**src/rtl/regfile_debug_dumper_pkg.sv**
```systemverilog
// Shared constants, FSM encoding and index-byte format for the register dump path.
// Build option: REGDUMP_INDEX_EN prefixes each register's bytes with an index byte.
package regfile_debug_dumper_pkg;
  localparam int DEF_NUM_REGS = 32;
  localparam int ADDR_W       = 5;
  localparam int DATA_W       = 32;
`ifdef REGDUMP_INDEX_EN
  localparam int BYTES_PER_REG = DATA_W / 8 + 1;
`else
  localparam int BYTES_PER_REG = DATA_W / 8;
`endif
  localparam int SHIFT_W = BYTES_PER_REG * 8;
  localparam int CNT_W   = $clog2(BYTES_PER_REG + 1);

  typedef enum logic [1:0] {
    ST_IDLE  = 2'd0,
    ST_FETCH = 2'd1,
    ST_LATCH = 2'd2,
    ST_SEND  = 2'd3
  } state_t;

  function automatic logic [7:0] index_byte(input logic [ADDR_W-1:0] addr);
    return {{(8 - ADDR_W){1'b0}}, addr};
  endfunction
endpackage

```
**src/rtl/regfile_debug_dumper_if.sv**
```systemverilog
// Control, register-file debug port and byte stream of the register dumper.
interface regfile_debug_dumper_if;
  import regfile_debug_dumper_pkg::*;

  logic              start;
  logic              dump_all;
  logic [ADDR_W-1:0] sel_addr;
  logic [ADDR_W-1:0] read_address_debug;
  logic [DATA_W-1:0] data_out_debug;
  logic [7:0]        tx_data;
  logic              tx_valid;
  logic              tx_ready;
  logic              busy;
  logic              done;

  modport master (
    input  start, dump_all, sel_addr, data_out_debug, tx_ready,
    output read_address_debug, tx_data, tx_valid, busy, done
  );

  modport slave (
    output start, dump_all, sel_addr, data_out_debug, tx_ready,
    input  read_address_debug, tx_data, tx_valid, busy, done
  );
endinterface

```
**src/rtl/regdump_byte_serializer.sv**
```systemverilog
// Loads one register word (plus optional index byte) and streams it MSB-first
// on a valid/ready byte interface; flags the final byte to the controlling FSM.
module regdump_byte_serializer
  import regfile_debug_dumper_pkg::*;
(
  input  logic               clock_debug,
  input  logic               reset,
  input  logic               load,
  input  logic [SHIFT_W-1:0] load_word,
  input  logic               tx_ready,
  output logic [7:0]         tx_data,
  output logic               tx_valid,
  output logic               last_byte
);
  logic [SHIFT_W-1:0] shift_r;
  logic [CNT_W-1:0]   cnt_r;
  logic               valid_r;

  // Shift register, byte counter and valid flag; nothing moves while stalled.
  always_ff @(posedge clock_debug or posedge reset) begin
    if (reset) begin
      shift_r <= '0;
      cnt_r   <= '0;
      valid_r <= 1'b0;
    end else if (load) begin
      shift_r <= load_word;
      cnt_r   <= CNT_W'(BYTES_PER_REG);
      valid_r <= 1'b1;
    end else if (valid_r && tx_ready) begin
      shift_r <= {shift_r[SHIFT_W-9:0], 8'h00};
      cnt_r   <= cnt_r - CNT_W'(1);
      valid_r <= (cnt_r != CNT_W'(1));
    end else begin
      shift_r <= shift_r;
      cnt_r   <= cnt_r;
      valid_r <= valid_r;
    end
  end

  assign tx_data   = shift_r[SHIFT_W-1 -: 8];
  assign tx_valid  = valid_r;
  assign last_byte = (cnt_r == CNT_W'(1));
endmodule

```
**src/rtl/regfile_debug_dumper.sv**
```systemverilog
// Debug-domain register dumper: fetches registers through the debug read port and
// serialises them to the UART byte stream. Build option: REGDUMP_INDEX_EN.
module regfile_debug_dumper
  import regfile_debug_dumper_pkg::*;
#(
  parameter int NUM_REGS = DEF_NUM_REGS
) (
  input  logic                    clock_debug,
  input  logic                    reset,
  regfile_debug_dumper_if.master  dbg
);
  localparam logic [ADDR_W-1:0] LAST_ADDR = ADDR_W'(NUM_REGS - 1);

  state_t             state_r;
  logic [ADDR_W-1:0]  addr_r;
  logic [ADDR_W-1:0]  end_r;
  logic               busy_r;
  logic               done_r;
  logic               load_s;
  logic               fire_s;
  logic               last_byte_s;
  logic               tx_valid_s;
  logic [7:0]         tx_data_s;
  logic [SHIFT_W-1:0] load_word_s;

`ifdef REGDUMP_INDEX_EN
  assign load_word_s = {index_byte(addr_r), dbg.data_out_debug};
`else
  assign load_word_s = dbg.data_out_debug;
`endif

  assign load_s = (state_r == ST_LATCH);
  assign fire_s = tx_valid_s && dbg.tx_ready;

  // Dump sequencer: the address is re-fetched for every register, the port has no hold.
  always_ff @(posedge clock_debug or posedge reset) begin
    if (reset) begin
      state_r <= ST_IDLE;
      addr_r  <= '0;
      end_r   <= '0;
      busy_r  <= 1'b0;
      done_r  <= 1'b0;
    end else begin
      done_r <= 1'b0;
      case (state_r)
        ST_IDLE: begin
          if (dbg.start) begin
            state_r <= ST_FETCH;
            addr_r  <= dbg.dump_all ? '0 : dbg.sel_addr;
            end_r   <= dbg.dump_all ? LAST_ADDR : dbg.sel_addr;
            busy_r  <= 1'b1;
          end
        end
        ST_FETCH: state_r <= ST_LATCH;
        ST_LATCH: state_r <= ST_SEND;
        ST_SEND: begin
          if (fire_s && last_byte_s) begin
            if (addr_r == end_r) begin
              state_r <= ST_IDLE;
              busy_r  <= 1'b0;
              done_r  <= 1'b1;
            end else begin
              state_r <= ST_FETCH;
              addr_r  <= addr_r + ADDR_W'(1);
            end
          end
        end
        default: state_r <= ST_IDLE;
      endcase
    end
  end

  regdump_byte_serializer u_serializer (
    .clock_debug (clock_debug),
    .reset       (reset),
    .load        (load_s),
    .load_word   (load_word_s),
    .tx_ready    (dbg.tx_ready),
    .tx_data     (tx_data_s),
    .tx_valid    (tx_valid_s),
    .last_byte   (last_byte_s)
  );

  assign dbg.read_address_debug = addr_r;
  assign dbg.tx_data            = tx_data_s;
  assign dbg.tx_valid           = tx_valid_s;
  assign dbg.busy               = busy_r;
  assign dbg.done               = done_r;
endmodule
```
**src/flat_wrapper.sv**
```systemverilog
// flat-port wrapper written by rule: the top's interface ports become plain ports
module regfile_debug_dumper_flat import regfile_debug_dumper_pkg::*;
#(
  parameter int NUM_REGS = DEF_NUM_REGS
)
  (clock_debug, reset, dbg_start, dbg_dump_all, dbg_sel_addr, dbg_data_out_debug, dbg_tx_ready, dbg_read_address_debug, dbg_tx_data, dbg_tx_valid, dbg_busy, dbg_done);
  regfile_debug_dumper_if dbg_i ();
  input  logic clock_debug;
  input  logic reset;
  input wire logic [$bits(dbg_i.start)-1:0] dbg_start;
  input wire logic [$bits(dbg_i.dump_all)-1:0] dbg_dump_all;
  input wire logic [$bits(dbg_i.sel_addr)-1:0] dbg_sel_addr;
  input wire logic [$bits(dbg_i.data_out_debug)-1:0] dbg_data_out_debug;
  input wire logic [$bits(dbg_i.tx_ready)-1:0] dbg_tx_ready;
  output wire logic [$bits(dbg_i.read_address_debug)-1:0] dbg_read_address_debug;
  output wire logic [$bits(dbg_i.tx_data)-1:0] dbg_tx_data;
  output wire logic [$bits(dbg_i.tx_valid)-1:0] dbg_tx_valid;
  output wire logic [$bits(dbg_i.busy)-1:0] dbg_busy;
  output wire logic [$bits(dbg_i.done)-1:0] dbg_done;
  assign dbg_i.start = dbg_start;
  assign dbg_i.dump_all = dbg_dump_all;
  assign dbg_i.sel_addr = dbg_sel_addr;
  assign dbg_i.data_out_debug = dbg_data_out_debug;
  assign dbg_i.tx_ready = dbg_tx_ready;
  assign dbg_read_address_debug = dbg_i.read_address_debug;
  assign dbg_tx_data = dbg_i.tx_data;
  assign dbg_tx_valid = dbg_i.tx_valid;
  assign dbg_busy = dbg_i.busy;
  assign dbg_done = dbg_i.done;
  regfile_debug_dumper #(.NUM_REGS(NUM_REGS)) u_core (.clock_debug(clock_debug), .reset(reset), .dbg(dbg_i));
endmodule
```
**config.mk**
```make
export PLATFORM = sky130hd
export DESIGN_NAME = regfile_debug_dumper_flat
export DESIGN_NICKNAME = d
export VERILOG_FILES = /design/src/rtl/regfile_debug_dumper_pkg.sv /design/src/rtl/regfile_debug_dumper_if.sv /design/src/rtl/regdump_byte_serializer.sv /design/src/rtl/regfile_debug_dumper.sv /design/src/flat_wrapper.sv
export SDC_FILE = /design/constraint.sdc
export NUM_CORES = 1
export LEC_CHECK = 0
export CORE_MARGIN = 5
export CORE_UTILIZATION = 40
export CTS_CLUSTER_DIAMETER = 80
export CTS_CLUSTER_SIZE = 20
export DETAILED_ROUTE_END_ITERATION = 10
export PLACE_DENSITY = 0.67
export SLEW_MARGIN = 0
export SYNTH_ARGS = -nofsm -noshare
export SYNTH_HDL_FRONTEND = slang
export SYNTH_SLANG_ARGS = --single-unit
```
**constraint.sdc**
```tcl
create_clock -name clock_debug -period 4.9 [get_ports clock_debug]
set_input_delay 1.225 -clock clock_debug [delete_from_list [all_inputs] [get_ports clock_debug]]
set_output_delay 1.225 -clock clock_debug [all_outputs]
set_load 0.05 [all_outputs]
```
# Word-level counts from Yosys, hierarchy flattened
# Index checks and enable logic that the tools add are counted.
# word_totals
word_cells	52
regBits	50
inputBits	42
out_inout_bits	16
# op_classes
n_reduce_logical	9
mux	23
n_eq_ne	10
n_addsub	2
# ops
cell	count
$mux W32	2
$mux W5	5
$pmux W5 S2	1
$mux W1	9
$pmux W2 S4	1
$reduce_and A4 Y1	2
$mux W3	2
$add A5 B1 Y5 const B	1
$eq A5 B5 Y1	1
$eq A2 B2 Y1 const B	2
$mux W2	2
$ne A2 B1 Y1 const B	2
$ne A2 B2 Y1 const B	2
$reduce_and A2 Y1	2
$reduce_bool A2 Y1	2
$eq A3 B1 Y1 const B	1
$ne A3 B1 Y1 const B	1
$sub A3 B1 Y3 const B	1
$eq A2 B1 Y1 const B	1
$logic_and A1 B1 Y1	2
$logic_not A2 Y1	1
$pmux W1 S2	1

# Depth between registers and ports, before layout
# Gate-level depths: netlist of run 1.
# logic_depth
word_depth	4
ltp_mapped	7
ltp_nobuf	7

# Modules after synthesis
# Synthesis of run 1 repeated with hierarchy kept, for this count alone.
# unflattened
hier_cells	295
hier_area_um2	2857.7
# by_module_without_submodules
module	area_each_um2	seq_area_each_um2	n_inst	cells_each
regdump_byte_serializer	1978.1	900.9	1	201
regfile_debug_dumper	879.6	350.3	1	94

# Worst setup path after synthesis of run 1
# Ideal clock, no wire load.
# synth_path
path_type	input to register
from	input port dbg_tx_ready
to	register u_core.u_serializer.shift_r[21]
n_path_buf	1
t_arrival_ns	2.011
required_time_ns	4.766
slack_ns	2.756
path_stages	4
setup_time_ns	0.134
path_cell_list	nand2_1 buf_2 mux2i_1 o21ai_0
# synth_via
elab_chain_cells	2
# synth_lines
item	line_no	text
start, declared	flat_wrapper.sv:14	input wire logic [$bits(dbg_i.tx_ready)-1:0] dbg_tx_ready;
$logic_and A1 B1 Y1	regdump_byte_serializer.sv:29	end else if (valid_r && tx_ready) begin
$reduce_bool A2 Y1 (no source line)	--	
end signal, assigned	regdump_byte_serializer.sv:26	shift_r <= load_word;
end signal, assigned	regdump_byte_serializer.sv:30	shift_r <= {shift_r[SHIFT_W-9:0], 8'h00};
end signal, assigned	regdump_byte_serializer.sv:34	shift_r <= shift_r;
end, declared	regdump_byte_serializer.sv:15	logic [SHIFT_W-1:0] shift_r;
# No other way between the ends.
# A chain may end at the register's enable or synchronous reset.

# Final worst setup path of run 1
# layout_path
from	register u_core.addr_r[0] (netlist: u_core.dbg.read_address_debug[0])
to	output port dbg_read_address_debug[0]
# layout_rtl
item	line_no	text
start, declared	regfile_debug_dumper.sv:15	logic [ADDR_W-1:0] addr_r;
start signal, assigned	regfile_debug_dumper.sv:49	addr_r <= dbg.dump_all ? '0 : dbg.sel_addr;
start signal, assigned	regfile_debug_dumper.sv:64	addr_r <= addr_r + ADDR_W'(1);
end, declared	flat_wrapper.sv:15	output wire logic [$bits(dbg_i.read_address_debug)-1:0] dbg_read_address_debug;
# No word-level cell between the ends.

==> results of run 1 <==
-- stage by stage --
| step | total power [W] | instance area (um^2) | hold WS, ns | std cells | utilization, % |
|---|---|---|---|---|---|
| finish | 0.00190 | 3170 | 0.516 | 381 | 50.8 |
| global route | 0.00207 | 3170 | 0.549 | 381 | 50.8 |
| CTS | 0.00193 | 3170 | 0.515 | 381 | 50.8 |
| detailed placement | 0.00168 | 3080 | 0.494 | 373 | 49.3 |
| global placement | 0.00165 | 3080 | 0.487 | 373 | 49.3 |
| floorplan | 0.00145 | 2520 | 0.469 | 260 | - |
-- sequential cells by signal, summed over array words and instances (netlist names) --
register	cells
u_core.u_serializer.shift_r	32
u_core.dbg.read_address_debug	5
u_core.end_r	5
u_core.u_serializer.cnt_r	3
u_core.state_r	2
u_core.dbg.busy	1
u_core.dbg.done	1
u_core.u_serializer.tx_valid	1
-- cells by family (layout without fill, tap and decap cells) --
logic type      Yosys count  count (layout)
compound gates           62              62
flops                    50              50
mux                      29              29
xor+xnor                  7               7
buf+inv                  28              72
fa+ha+maj                 7               7
simple gates             77              77
-- final timing paths --
| path | cells after the start | to | slack (ns) |
|---|---|---|---|
| min reg2reg | 2 | u_core.end_r[0] | 0.52 |
| max reg2reg | 7 | u_core.dbg.read_address_debug[1] | 3.04 |
| max in group asynchronous | 2 | u_core.state_r[0] | 2.79 |
| min in group asynchronous | 2 | u_core.end_r[1] | 1.48 |
| min | 2 | u_core.end_r[0] | 0.52 |
| max | 1 | dbg_read_address_debug[0] | 2.03 |
-- synthesized netlist by cell type, drive strengths merged (2+ instances only) --
cell type	number	area, um^2
nand2	51	199
dfrtp	50	1250
o21ai	43	215
mux2i	28	280
nor2	12	45.0
buf	11	75.1
clkbuf	10	38.8
a21oi	9	45.0
ha	7	87.6
inv	7	26.3
xor2	5	43.8
nor2b	4	25.0
a22oi	2	15.0
nand3	2	10.0
nand4	2	12.5
o22ai	2	12.5
xnor2	2	17.5
-- worst min-delay path: stages, from the launching register on --
cell and delay [ns]:
dfrtp_1 0.37, nand2_1 0.05, o21ai_0 0.06
-- layout make-up --
type	count	area (um^2)	area share, %
clock buffers	7	86.3	2.73
clock inverters	1	5.00	0.158
inverters	7	26.3	0.829
multi-input cells	182	1130	35.7
flip-flops and latches	50	1250	39.5
well taps	77	96.3	3.04
repair buffers	57	571	18.0
-- power by group through the flow --
stage	sequential, W	clock [W]	combinational, W
floorplan	0.000780	0	0.000674
global placement	0.000733	0	0.000917
detailed placement	0.000741	0	0.000942
CTS	0.000733	0.000254	0.000944
global route	0.000757	0.000274	0.00104
finish	0.000729	0.000245	0.000925
-- layer usage --
metal  up-vias  share of wire, %
li1        957                 -
met1       889                45
met2        49                47
met3         2               8.1
met4         0              0.38
met5         -                 0
==> summary.md, run 1 <==
| Metric | Value |
|---|---|
| R2r startpoint | `u_core.state_r[0]` |
| Critical path peak fanout | `7` |
| GRT overflow | `0` |
| Asr flop ratio synth | `100%` |
| Worst hold start | `u_core.end_r[0]` |
| Synth Area per Inst | `between 9 and 10 um^2` |
| Number of CTS-inserted buffers | `5` |
| Drt first pass iters | `4` |
| Period utilization | `58.5%` |
| Top delay family on crit path | `buffers and inverters` |
| Mapped Nets | `between 300 and 400` |
| Number of enable flip-flop cells after synthesis | `0` |
| Total Routing Usage GR | `between 10% and 20%` |
| IR drop worst, VDD | `305 uV` |
| Port Buf Inserts | `57` |
| Worst Path Arrival | `approximately 1.6 ns` |
| ANT nets after route | `0` |
| Clk pwr share | `about an eighth` |
| Die Area | `approximately 8000 um^2` |
| RD Place Congestion | `0.744` |
| Average routed wire per standard cell | `13.2 um` |
| Adder-Cell Fraction of Synth Area | `between 3 and 4%` |
| Antenna fix cells | `0` |
| Synth Area in Simple Gates | `between 10 and 15%` |
| Post-Synth XOR/XNOR Area | `under 10%` |
| Compound-Gate Fraction of Synth Area | `13.4%` |
| Setup TNS | `0 ns` |
| Multiplexer area fraction after synthesis | `between 10 and 15%` |
| Count of different cell masters after synthesis | `34` |
| Detailed Place HPWL | `3.57 mm` |
| Row count | `29` |
| Highest Clock Rate | `around 350 MHz` |
| Most frequent cells in the layout | `clkdlybuf4s50_1 (57), dfrtp_1 (50), nand2_1 (49)` |
| Routed WL | `around 5 mm` |
| Max Cap Viol | `0` |
| Critical Path End Type | `primary output` |
| Final nets | `352` |
| Pint | `between 0.001 and 0.0015 W` |
| Launch point of the critical path | `u_core.dbg.read_address_debug[0]` |
| Global-route wire length before repair | `about 8.5 mm` |
| CTS tree | `done` |
| Vias in the first global route | `around 1,900` |
| FF+latch count, synth | `50` |
| I/O pin count | `58` |
| Critical Path Max Stage Delay | `about 0.85 ns` |
| Largest net degree at the start of global routing | `70` |
| Layout cells sized above 1 | `under 10%` |
| Sequential fraction of the synthesis area | `between 40% and 50%` |
| Reg clk slew, reported paths | `approximately 0.090 ns` |
| Crit path cell chain | `clkdlybuf4s50_1` |
| Critical Path RT | `3.67 ns` |
| Switching pwr | `between 0.0008 and 0.0009 W` |
| Postcts setup bufs | `0` |
| Hold Path Class | `reg2reg` |
| Pleak | `~1.4 nW` |
| Die width | `just under 90 um` |
| Initial antenna violation count | `0` |
| Most used flip-flop cell after synthesis | `dfrtp_1` |
| Ys Warns | `0` |
| Core area | `around 6200 um^2` |
| Worst-margin pin slew | `1.02 ns` |
| Clock sink count | `50` |
| Period minus WS final | `about 2.9 ns` |
| DR iter-0 viols | `90` |
| Setup Skew | `between 0.006 and 0.007 ns` |
| Post_cts resized | `0` |
| Mapped cell area | `about 2500 um^2` |
| Most used routing layer in global routing | `met2` |
| Power share of the sequential group | `between 30% and 40%` |
| Number of remaining DRC errors | `0` |
| Starting Density | `between 40% and 50%` |
| Crit path launch type | `register` |
| RSZ-0062 raised after global routing | `false` |
| Final worst slack | `~2.0 ns` |
| Place WS | `~1.9 ns` |
| Post-CTS Hold Buffers | `0` |
| Commonest non-fill, non-tap cell in the layout | `clkdlybuf4s50_1` |
| Root buf cell | `clkbuf_8` |
| Comb pwr share | `between 40% and 50%` |
| Die H | `just under 90 um` |
| Vias per std cell | `about 5.0` |
| Via count | `approximately 1,900` |
| PwrDens | `approximately 600 nW/um^2` |
| Fillers | `between 600 and 700` |
| Pins over their slew limit | `0` |
| Sw frac | `between 40% and 50%` |
| Count of final setup violators | `0` |
| CP Class | `reg2out` |
| GR Util met2 | `around 22%` |
| Area growth, synth to finish | `25.8%` |
| Final Hold Vio Count | `0` |
| Bufs on Longest Clock Path | `2` |
| Largest family of logic cells by synthesized area | `simple AND/OR/NAND/NOR gates` |
| Status | `finished, final reports clean` |
| GR Layer Usage met3 | `3.96%` |
| H-tree lvl count | `2` |
| WP buf/inv | `1` |
| Met1 usage | `roughly 17%` |
| CP max-delay cell | `clkdlybuf4s50_1` |
| Mapped Cells | `260` |
| Slew HR | `a little under a third` |
| Worst-skew pair later-pin latency | `approximately 0.30 ns` |
(Power assumes the default switching activity.)
==> run 2, diff against run 1 <==
--- a/config.mk
+++ b/config.mk
@@ -10,7 +10,7 @@
 export CTS_CLUSTER_DIAMETER = 80
 export CTS_CLUSTER_SIZE = 20
 export DETAILED_ROUTE_END_ITERATION = 10
-export PLACE_DENSITY = 0.67
+export PLACE_DENSITY = 0.7
 export SLEW_MARGIN = 0
 export SYNTH_ARGS = -nofsm -noshare
 export SYNTH_HDL_FRONTEND = slang
==> constraint.sdc (replaced) <==
create_clock -name clock_debug -period 2.55 [get_ports clock_debug]
set_input_delay 0.6375 -clock clock_debug [delete_from_list [all_inputs] [get_ports clock_debug]]
set_output_delay 0.6375 -clock clock_debug [all_outputs]
set_load 0.05 [all_outputs]
==> summary.md, run 2 (synthesized netlist as in run 1, its figures left out) <==
| Metric | Value |
|---|---|
| WP depth | `1 (unchanged)` |
| Post-CTS Hold Buffers | `0 (unchanged)` |
| Port Buf Inserts | `57 (unchanged)` |
| H-tree lvl count | `2 (unchanged)` |
| R2r startpoint | `u_core.state_r[0]` |
| Global-route wire length before repair | `8.74 mm (+2.9%)` |
| Vias in the first global route | `1,925 (+1.6%)` |
| Core area | `6240 um^2 (unchanged)` |
| Number of remaining DRC errors | `0 (unchanged)` |
| Count of final setup violators | `0 (unchanged)` |
| Worst-margin pin slew | `0.548 ns (-0.472 ns)` |
| Vias per std cell | `4.95 (-0.52%)` |
| Commonest non-fill, non-tap cell in the layout | `clkdlybuf4s50_1` |
| RD Place Congestion | `0.874 (+17%)` |
| Antenna fix cells | `0 (unchanged)` |
| Register with the most flip-flops | `u_core.u_serializer.shift_r` |
| Drt first pass iters | `4 (unchanged)` |
| IR drop worst, VDD | `572 uV (+87%)` |
| Postcts setup bufs | `0 (unchanged)` |
| WP buf/inv | `1 (unchanged)` |
| Via count | `1,902 (+0.26%)` |
| Area of the multi-input gates | `1130 um^2 (unchanged)` |
| Place WS | `0.317 ns (-1.54 ns)` |
| Area growth, synth to finish | `28.9%` |
| Fillers | `614 (-1.1%)` |
| Pins over their slew limit | `0 (unchanged)` |
| Die width | `89.4 um (unchanged)` |
| Initial antenna violation count | `0 (unchanged)` |
| CP Class | `reg2out` |
| Clock sink count | `50 (unchanged)` |
| Worst reg-to-reg setup slack | `0.68 ns (-2.36 ns)` |
| I/O pin count | `58 (unchanged)` |
| CP endpoint | `dbg_read_address_debug[0]` |
| Critical Path RT | `1.91 ns (-1.76 ns)` |
| Routed WL | `5.25 mm (+4.8%)` |
| Worst Path Arrival | `1.66 ns (+0.02 ns)` |
| Pleak | `1.43 nW (+2.2%)` |
| RSZ-0062 raised after global routing | `false` |
| Slew HR | `63.3% (+31 points)` |
| Sequential cell area | `1250 um^2 (unchanged)` |
| Launch point of the critical path | `u_core.dbg.read_address_debug[0]` |
| CTS tree | `done` |
| Setup Skew | `0.00657 ns (+0.000297 ns)` |
| Row count | `29 (unchanged)` |
| Reg clk slew, reported paths | `0.09 ns (about the same)` |
| Number of CTS-inserted buffers | `5 (unchanged)` |
| Setup TNS | `0 ns (unchanged)` |
| Final worst slack | `0.248 ns (-1.79 ns)` |
| GRT overflow | `0 (unchanged)` |
| PwrDens | `1170 nW/um^2 (+95%)` |
| Layout cells sized above 1 | `5.54% (+0.93 points)` |
| Critical Path Max Stage Delay | `0.86 ns (about the same)` |
| Hold Path Class | `reg2reg` |
| Worst Reg-to-Reg Cells | `7 (unchanged)` |
| DR iter-0 viols | `82 (-8.9%)` |
| Root buf cell | `clkbuf_8` |
| Max Cap Viol | `0 (unchanged)` |
| Most frequent cells in the layout | `clkdlybuf4s50_1 (57), dfrtp_1 (50), nand2_1 (49)` |
| ANT nets after route | `0 (unchanged)` |
| Top delay family on crit path | `buffers and inverters` |
| R2R Path End | `u_core.dbg.read_address_debug[1]` |
| Critical path peak fanout | `7 (unchanged)` |
| Die H | `89.4 um (unchanged)` |
| Largest net degree at the start of global routing | `43 (-39%)` |
| Final Util | `52.0% (+1.3 points)` |
| Crit path cell chain | `clkdlybuf4s50_1` |
| Final nets | `355 (+0.85%)` |
| Post_cts resized | `0 (unchanged)` |
| Crit path launch type | `register` |
| Detailed Place HPWL | `3.79 mm (+6.2%)` |
| Final Hold Vio Count | `0 (unchanged)` |
| Bufs on Longest Clock Path | `2 (unchanged)` |
| Critical Path End Type | `primary output` |
| Period utilization | `between 90 and 100%` |
| Total power | `0.00380 W (+100%)` |
| Max reg flops | `32 (unchanged)` |
| Status | `finished, final reports clean` |
| Total Routing Usage GR | `13.7% (+0.30 points)` |
| Starting Density | `40.4% (unchanged)` |
| Worst-skew pair later-pin latency | `0.30 ns (about the same)` |
| Period minus WS final | `approximately 2.3 ns` |
| Average routed wire per standard cell | `13.7 um (+4.0%)` |
| Die Area | `7980 um^2 (unchanged)` |
| CP max-delay cell | `clkdlybuf4s50_1` |
| Highest Clock Rate | `434 MHz` |
-- run 2: cell count changes in the layout (fill, tap and decap cells not counted) --
cell and delta:
bufinv_16 +1, clkbuf_8 -1, clkinv_2 -1, clkinvlp_4 +1, buf_12 +3
-- run 2: power breakdown --
part / internal [W] / leakage (nW) / switching (W)
registers: 0.00115 / 0.621 / 0.000255
logic: 0.000735 / 0.759 / 0.00111
clock network: 0.000293 / 0.0514 / 0.000262
total: 0.00218 / 1.43 / 0.00163
-- run 2: layout make-up --
| class | instances | share of cell area (%) |
|---|---|---|
| Sequential cell | 50 | 38.5 |
| Multi-Input combinational cell | 182 | 34.9 |
| Timing Repair Buffer | 60 | 19.4 |
| Tap cell | 77 | 2.97 |
| Clock buffer | 6 | 2.24 |
| Clock inverter | 2 | 1.16 |
| Inverter | 7 | 0.809 |
-- run 2: layer usage --
layer,vias up,global-route usage [%],wire length [um]
met5,-,0,0
met4,0,3.25,25
met3,2,3.23,349
met2,58,22.0,2410
met1,878,18.8,2470
li1,964,-,-
-- run 2: worst min path at each step --
stage                          from         endpoint  slack (ns)  depth (start not counted)
floorplan           u_core.end_r[0]  u_core.end_r[0]        0.47                          2
global placement    u_core.end_r[4]  u_core.end_r[4]        0.49                          2
detailed placement  u_core.end_r[0]  u_core.end_r[0]        0.50                          2
CTS                 u_core.end_r[0]  u_core.end_r[0]        0.52                          2
global route        u_core.end_r[3]  u_core.end_r[3]        0.54                          2
finish              u_core.end_r[1]  u_core.end_r[1]        0.52                          2
-- run 2: through the flow --
| stage | cell area (um^2) | hold slack, ns | std cells |
|---|---|---|---|
| 2_1_floorplan | 2520 | 0.469 | 260 |
| 3_3_place_gp | 3140 | 0.490 | 376 |
| 3_5_place_dp | 3140 | 0.501 | 376 |
| 4_1_cts | 3250 | 0.521 | 384 |
| 5_1_grt | 3250 | 0.545 | 384 |
| 6_report | 3250 | 0.516 | 384 |
